File: config.mk
export PLATFORM = sky130hd
export DESIGN_NAME = alu_wb_tracker
export DESIGN_NICKNAME = d
export VERILOG_FILES = /design/src/rtl/alu_wb_tracker.sv
export SDC_FILE = /design/constraint.sdc
export NUM_CORES = 1
export LEC_CHECK = 0
export BUFFER_PORTS_ARGS = -buffer_cell sky130_fd_sc_hd__buf_4
export CORE_ASPECT_RATIO = 1.2
export CORE_MARGIN = 8
export CORE_UTILIZATION = 60
export DETAILED_ROUTE_END_ITERATION = 8
export PLACE_DENSITY = 0.76
export SLEW_MARGIN = 20
export SYNTH_ARGS = -nofsm -noshare
export SYNTH_HDL_FRONTEND = slang
export SYNTH_SLANG_ARGS = --single-unit
export TNS_END_PERCENT = 100
File: constraint.sdc
create_clock -name clk -period 13 [get_ports clk]
set_clock_uncertainty 0.05 [all_clocks]
set_input_delay 0.65 -clock clk [delete_from_list [all_inputs] [get_ports clk]]
set_output_delay 0.65 -clock clk [all_outputs]
set_load 0.02 [all_outputs]
File: src/rtl/alu_wb_tracker.sv
// Writeback tracker for the 4-stage vector ALU: tag pipeline, result FIFO,
// and issue credit so no in-flight result is lost while the writer stalls.
module alu_wb_tracker #(
    parameter int LANE_WIDTH  = 32,
    parameter int NUM_LANES   = 4,
    parameter int TAG_WIDTH   = 6,
    parameter int ALU_LATENCY = 4,
    parameter int FIFO_DEPTH  = 8
) (
    input  logic                            clk,
    input  logic                            rst_n,
    input  logic                            issue_valid,
    output logic                            issue_ready,
    input  logic [TAG_WIDTH-1:0]            issue_tag,
    input  logic [4:0]                      issue_op,
    input  logic [NUM_LANES*LANE_WIDTH-1:0] alu_result_vec,
    input  logic [LANE_WIDTH-1:0]           alu_result_scalar,
    output logic                            wb_valid,
    input  logic                            wb_ready,
    output logic [TAG_WIDTH-1:0]            wb_tag,
    output logic [NUM_LANES*LANE_WIDTH-1:0] wb_data,
    output logic [NUM_LANES-1:0]            wb_mask,
    output logic [$clog2(FIFO_DEPTH):0]     fifo_count,
    output logic                            overflow
);

    localparam int DW  = NUM_LANES * LANE_WIDTH;
    localparam int AW  = $clog2(FIFO_DEPTH);
    localparam int CW  = AW + 1;
    localparam int IW  = $clog2(ALU_LATENCY + 1);
    localparam int SW  = CW + IW;
    localparam int LST = ALU_LATENCY - 1;

    logic                 w_fire;
    logic                 w_push_req;
    logic                 w_push;
    logic                 w_pop;
    logic                 w_full;
    logic [DW-1:0]        w_cap_data;
    logic [NUM_LANES-1:0] w_cap_mask;
    logic [IW-1:0]        w_inflight;
    logic [SW-1:0]        w_used;

    logic [ALU_LATENCY-1:0] r_vld;
    logic [TAG_WIDTH-1:0]   r_tag [ALU_LATENCY];
    logic [4:0]             r_op  [ALU_LATENCY];

    logic [TAG_WIDTH-1:0] r_mem_tag  [FIFO_DEPTH];
    logic [DW-1:0]        r_mem_data [FIFO_DEPTH];
    logic [NUM_LANES-1:0] r_mem_mask [FIFO_DEPTH];
    logic [AW-1:0]        r_wr;
    logic [AW-1:0]        r_rd;
    logic [CW-1:0]        r_count;
    logic                 r_overflow;

    always_comb begin
        w_inflight = '0;
        for (int i = 0; i < ALU_LATENCY; i++) begin
            w_inflight = w_inflight + IW'(r_vld[i]);
        end
    end

    // Credit counts both queued and in-flight results, so a push always has room.
    assign w_used      = SW'(r_count) + SW'(w_inflight);
    assign issue_ready = w_used < SW'(FIFO_DEPTH);
    assign w_fire      = issue_valid & issue_ready;

    always_ff @(posedge clk or negedge rst_n) begin
        if (!rst_n) begin
            r_vld <= '0;
            for (int i = 0; i < ALU_LATENCY; i++) begin
                r_tag[i] <= '0;
                r_op[i]  <= '0;
            end
        end else begin
            r_vld[0] <= w_fire;
            r_tag[0] <= issue_tag;
            r_op[0]  <= issue_op;
            for (int i = 1; i < ALU_LATENCY; i++) begin
                r_vld[i] <= r_vld[i-1];
                r_tag[i] <= r_tag[i-1];
                r_op[i]  <= r_op[i-1];
            end
        end
    end

    always_comb begin
        w_push_req = 1'b0;
        w_cap_data = '0;
        w_cap_mask = '0;
        if (r_vld[LST]) begin
            unique case (r_op[LST])
                5'b00001, 5'b00010, 5'b00011,
                5'b00100, 5'b00101: begin
                    w_push_req = 1'b1;
                    w_cap_data = alu_result_vec;
                    w_cap_mask = '1;
                end
                5'b10001: begin
                    w_push_req = 1'b1;
                    w_cap_data = DW'(alu_result_scalar);
                    w_cap_mask = NUM_LANES'(1);
                end
                5'b10010: begin
                    w_push_req = 1'b1;
                    w_cap_data = DW'(alu_result_vec[LANE_WIDTH-1:0]);
                    w_cap_mask = NUM_LANES'(1);
                end
                default: begin
                    w_push_req = 1'b0;
                end
            endcase
        end
    end

    assign w_full = r_count == CW'(FIFO_DEPTH);
    assign w_pop  = wb_valid & wb_ready;
    assign w_push = w_push_req & (~w_full | w_pop);

    always_ff @(posedge clk) begin
        if (w_push) begin
            r_mem_tag[r_wr]  <= r_tag[LST];
            r_mem_data[r_wr] <= w_cap_data;
            r_mem_mask[r_wr] <= w_cap_mask;
        end
    end

    always_ff @(posedge clk or negedge rst_n) begin
        if (!rst_n) begin
            r_wr       <= '0;
            r_rd       <= '0;
            r_count    <= '0;
            r_overflow <= 1'b0;
        end else begin
            if (w_push) r_wr <= r_wr + 1'b1;
            if (w_pop)  r_rd <= r_rd + 1'b1;
            unique case ({w_push, w_pop})
                2'b10:   r_count <= r_count + 1'b1;
                2'b01:   r_count <= r_count - 1'b1;
                default: r_count <= r_count;
            endcase
            if (w_push_req && w_full && !w_pop) r_overflow <= 1'b1;
        end
    end

    // Head fields are gated so stale or uninitialised entries never leak out.
    assign wb_valid   = r_count != '0;
    assign wb_tag     = wb_valid ? r_mem_tag[r_rd]  : '0;
    assign wb_data    = wb_valid ? r_mem_data[r_rd] : '0;
    assign wb_mask    = wb_valid ? r_mem_mask[r_rd] : '0;
    assign fifo_count = r_count;
    assign overflow   = r_overflow;

endmodule

**Word-level counts from Yosys, hierarchy flattened**

Memories as Yosys holds them, arrays and structs flattened.
Cells that the tools add are included.
Widths: inputs -> output; s select.

- Memories kept: 3
- Bits in read-only memories: 0
- Input bits: 175
- Bits in registers: 59
- Bits in latches: 0
- RAM bits: 1,104
- Logic and storage cells: 60

- Equality and inequality tests: 10
- Magnitude comparators: 1
- Multipliers: 0
- Multiplexer cells: 12
- Bitwise operators: 5
- Reductions and logical operators: 8
- Shift operators: 0
- Add/sub/neg operators: 8
- Divide/modulo/power cells: 0

Memory list:

| name | depth | bits a word | rd ports | clocked after Yosys merged registers in | wr ports | line | source |
|---|---|---|---|---|---|---|---|
| r_mem_data | 8 | 128 | 1 | 0 | 1 | 49 | `logic [DW-1:0] r_mem_data [FIFO_DEPTH];` |
| r_mem_tag | 8 | 6 | 1 | 0 | 1 | 48 | `logic [TAG_WIDTH-1:0] r_mem_tag [FIFO_DEPTH];` |
| r_mem_mask | 8 | 4 | 1 | 0 | 1 | 50 | `logic [NUM_LANES-1:0] r_mem_mask [FIFO_DEPTH];` |

Operator list:

| operator | number |
|---|---|
| $pmux 128 s3 | 1 |
| $mux 128 | 2 |
| $pmux 4 s2 | 2 |
| $eq 5x2->1 const B | 2 |
| $eq 5x3->1 const B | 2 |
| $eq 5x5->1 const B | 2 |
| $mux 4 | 2 |
| $reduce_or 7->1 | 1 |
| $add 3x1->3 const B | 2 |
| $mux 6 | 1 |
| $add 4x3->5 | 1 |
| $eq 5x1->1 const B | 1 |
| $lt 5x4->1 const B | 1 |
| $reduce_or 5->1 | 1 |
| $add 4x1->4 const B | 1 |
| $eq 4x4->1 const B | 1 |
| $mux 1 | 4 |
| $reduce_bool 4->1 | 1 |
| $sub 4x1->4 const B | 1 |
| $add 2x1->3 | 1 |
| $add 3x1->3 | 1 |
| $and 1x1->1 | 3 |
| $add 1x1->2 | 1 |
| $eq 2x1->1 const B | 1 |
| other kinds (7) | 8 |

**Longest topological paths before layout**

- Word-level depth: 7
- Depth in mapped cells: 11

**Worst setup path after synthesis**

No wires, ideal clock.

- Path type: reg2reg
- From: register r_op[3] (netlist bit)
- To: memory r_mem_data[1][0] (netlist bit) (enable)
- Cell stages (with the launch flop): 7
- Arrival time: 10,543 ps
- Path slack: 1,609 ps
- Period minus slack after synthesis: 11,391 ps
- Library setup time: 798 ps
- Buffers on the path: 2
- Cells stage by stage: dfrtp_1 > clkbuf_2 > nand2b_1 > a2111oi_4 > buf_6 > nand3_1 > nor3_1

- Word-level cells in the longest chain between the ends: 7
- Elaborated cells on any way between the ends: 13
- Those cells by class: 7 x eq/ne; 4 x mux; 1 x bitwise; 1 x reduce/logical

Ends and longest elaborated chain:

| item | line | source |
|---|---|---|
| start, declared | 46 | `logic [4:0] r_op [ALU_LATENCY];` |
| start signal, assigned by index | 82 | `r_op[i] <= r_op[i-1];` |
| $eq 5x5->1 (tied with other cells) | 92 | `unique case (r_op[LST])` |
| $reduce_or 7->1 (no source line) * | - |  |
| $mux 1 * | 92 |  |
| $mux 1 * | 91 | `if (r_vld[LST]) begin` |
| $and 1x1->1 * | 118 | `assign w_push = w_push_req & (~w_full \| w_pop);` |
| $mux 1 * | 121 | `if (w_push) begin` |
| $mux 1 (not written as such) * | 123 | `r_mem_data[r_wr] <= w_cap_data;` |
| end, declared | 49 |  |

Mark *: on every way between the ends. The rest lies on a longest branch, timed or not.

**Worst setup path in the final report**

- From: register r_rd[0]
- To: output port wb_data[76]

- Word-level cells in the longest chain between the ends: 2

Ends and longest elaborated chain:

| item | line | source |
|---|---|---|
| start, declared | 52 | `logic [AW-1:0] r_rd;` |
| start signal, assigned | 136 | `if (w_pop) r_rd <= r_rd + 1'b1;` |
| $mem_v2 8x128 | - |  |
| $mux 128 | 149 | `assign wb_data = wb_valid ? r_mem_data[r_rd] : '0;` |
| end, declared | 21 | `output logic [NUM_LANES*LANE_WIDTH-1:0] wb_data,` |

Every way passes these cells.

==> flow_metrics.tcl <==
set metrics [dict create \
    dr.first_iter.drc_count 2058 \
    die_area_um2 83200 \
    layout_common_cells "1,088 x edfxtp_1, 343 x buf_4, 272 x mux4_2, 138 x mux2i_1, 137 x nor2_1" \
    ys_async_sr_fraction 0.05144 \
    p_total_mw 10.78 \
    syn_area_per_cell_um2 21.44 \
    slew_viol_final 0 \
    post-route-cell-area_um2 51250 \
    clkTransAtPathRegs_ps 60 \
    synth_cells 2076 \
    hold_class "input pin to asynchronous set/reset pin" \
    p_leak_nw 17.98 \
    fin_crit_ps 5457 \
    synth_edf_count 1088 \
    num-nets-final 2593 \
    path_buf_inv 4 \
    initial_core_util 0.6056 \
    htreeDepth 3 \
    grt_pass1_vias 23280 \
    antenna_found_initial 2 \
    final_common_cell "edfxtp_1" \
    setup_viol 0 \
    drc 0 \
    first_pass_iters 5 \
    slowest_delay_ps 800 \
    wirelength_mm 95.57 \
    crit_slowest_cell "buf_4" \
    required_ps 12300 \
    status "finished clean" \
    dp_hpwl_mm 50.66 \
    cts_hold_buf 0 \
    ys_ff_latch 1147 \
    core_um2 73510 \
    yosysWarnings 0 \
    hold-worst-slack_ps 5.429 \
    crit_family "buffers and inverters" \
    pin_count 320 \
    ant_nets 0 \
    clock.fmax_ghz 0.1833 \
    dpl-instance-area_um2 47990 \
    fin_ws_ps 7543 \
    syn_nets 2259 \
    fin_tns_setup_ps 0 \
    cp_cell_sequence "buf_12 -> buf_4 -> buf_6 -> mux4_2 -> mux2i_1 -> nor2_1 -> buf_4" \
    portBuffers 319 \
    synth.yosys.seq_area_share 0.7671 \
    synth_area_um2 44520 \
    grt_overflow 0 \
    drive_above_1_share 0.3135 \
    setup.worst_path.class "flop to output port" \
    clkLatencyLatePin_ps 660 \
    crit_fanout 117 \
    dieWidth_um 264.7 \
    synth.distinct_cells 41 \
    fin_cells 3435 \
    synthFlopType "edfxtp_1" \
    post_cts_buffers 0 \
    post-place-ws_ps 7731 \
    min_period_over_period 0.4198 \
    syn_to_final_growth_pct 15.13 \
    worst_slew_pin_slew_ps 1113 \
    clock-sinks 1147 \
    rsz0062_at_grt "no" \
    clockBufferDepth 3 \
    start_kind "flop" \
    grt_max_degree 158 \
    tritoncts "done" \
    fin_util 0.6972 \
    die_h_um 314.4 \
    relSlewSlack 0.2582 \
    wl_per_cell_um 27.82 \
    vdd_drop_max_mv 0.1816 \
    via_per_inst 6.225 \
    grt_use_total 0.2288 \
    placed_cells 3249 \
    root_buffer "clkbuf_16" \
    via_count 21380 \
    cts_buffers 102 \
    max_cap_viol_count 0 \
    hold_viol_final 0 \
    post_cts_resized 0 \
    place_congestion 0.7502 \
    critPathArrivalTime_ps 4760 \
    cp-end-kind "output port" \
    powerDensity_nw_per_um2 210.3 \
    grt_first_pass_wirelength_mm 143.2 \
    crit_top_cell "buf_4" \
    rows 109 \
]
-- synth_stat cells (all sizes together), types with 32 or more instances --
master / number / area, um2
and2: 99 / 619.3
and3: 32 / 200.2
mux2i: 140 / 1405
nor3b: 32 / 240.2
o21a: 32 / 240.2
buf: 61 / 297.8
dfrtp: 59 / 1476
mux4: 272 / 6126
clkbuf: 60 / 226.5
edfxtp: 1088 / 32670
nor2: 144 / 540.5
-- where the power goes --
| part | switching, mW | internal, mW | total (mW) |
|---|---|---|---|
| clock | 1.27 | 1.67 | 2.94 |
| sequential | 0.117 | 4.16 | 4.28 |
| combinational | 1.97 | 1.59 | 3.56 |
| total | 3.35 | 7.43 | 10.8 |
-- worst reg2reg max path, cell delays in order (launching register included) --
cell	delay, ps
dfrtp_1	800
a2111oi_4	520
buf_4	310
nand3b_1	320
nor2_4	870
buf_4	670
buf_4	760
-- kinds of logic after synthesis --
kind of cell,count (synthesis),synth area share
AOI/OAI and AO/OA,45,0.007954
and+or+nand+nor,328,0.03904
DFF,1147,0.7671
muxes,414,0.1697
adders and majority gates,8,0.002586
xor gates and xnor gates,7,0.001377
buffers and inverters,127,0.01228
-- registers in the layout (all words and copies together), names as in the netlist --
signal	flops
r_tag	24
r_mem_mask	16
r_op	20
r_mem_tag	48
r_wr	3
r_vld	4
overflow	1
r_mem_data	1024
r_rd	3
fifo_count	4
-- per-layer routing --
metal  wire length, um  track usage  vias up  share of wire
li1                  -            -     9099              -
met1             38280       0.3075    11320           0.40
met2             48300       0.3807      824           0.51
met3              6321      0.04038      144          0.066
met4              2675      0.08056        0          0.028
met5                 0            0        -              0
-- path summary, 6_finish.rpt --
path	startpoint	end	slack [ps]	cells past startpoint
worst max-delay path	r_rd[0]$_DFFE_PN0P_	wb_data[76]	7540	7
worst min-delay path	rst_n	r_op[3]$_DFF_PN0_	5	1
worst max register to register	r_op[4]$_DFF_PN0_	r_mem_data[6][88]$_DFFE_PP_	8290	6
worst min register to register	r_tag[18]$_DFF_PN0_	r_tag[12]$_DFF_PN0_	300	0
max in group asynchronous	rst_n	r_rd[2]$_DFFE_PN0P_	12340	1
min in group clk	issue_tag[4]	r_tag[22]$_DFF_PN0_	40	1
-- final cells by class --
type	count	area (um2)
Multi-Input combinational cell	802	9903
Antenna cell	1	2.502
Clock buffer	130	2753
Fill cell	4429	22260
Timing Repair Buffer	351	2726
Inverter	6	22.52
Sequential cell	1147	34160
Clock inverter	55	506.7
Tap cell	943	1180
Note: power is estimated with default switching activity, not from simulation.
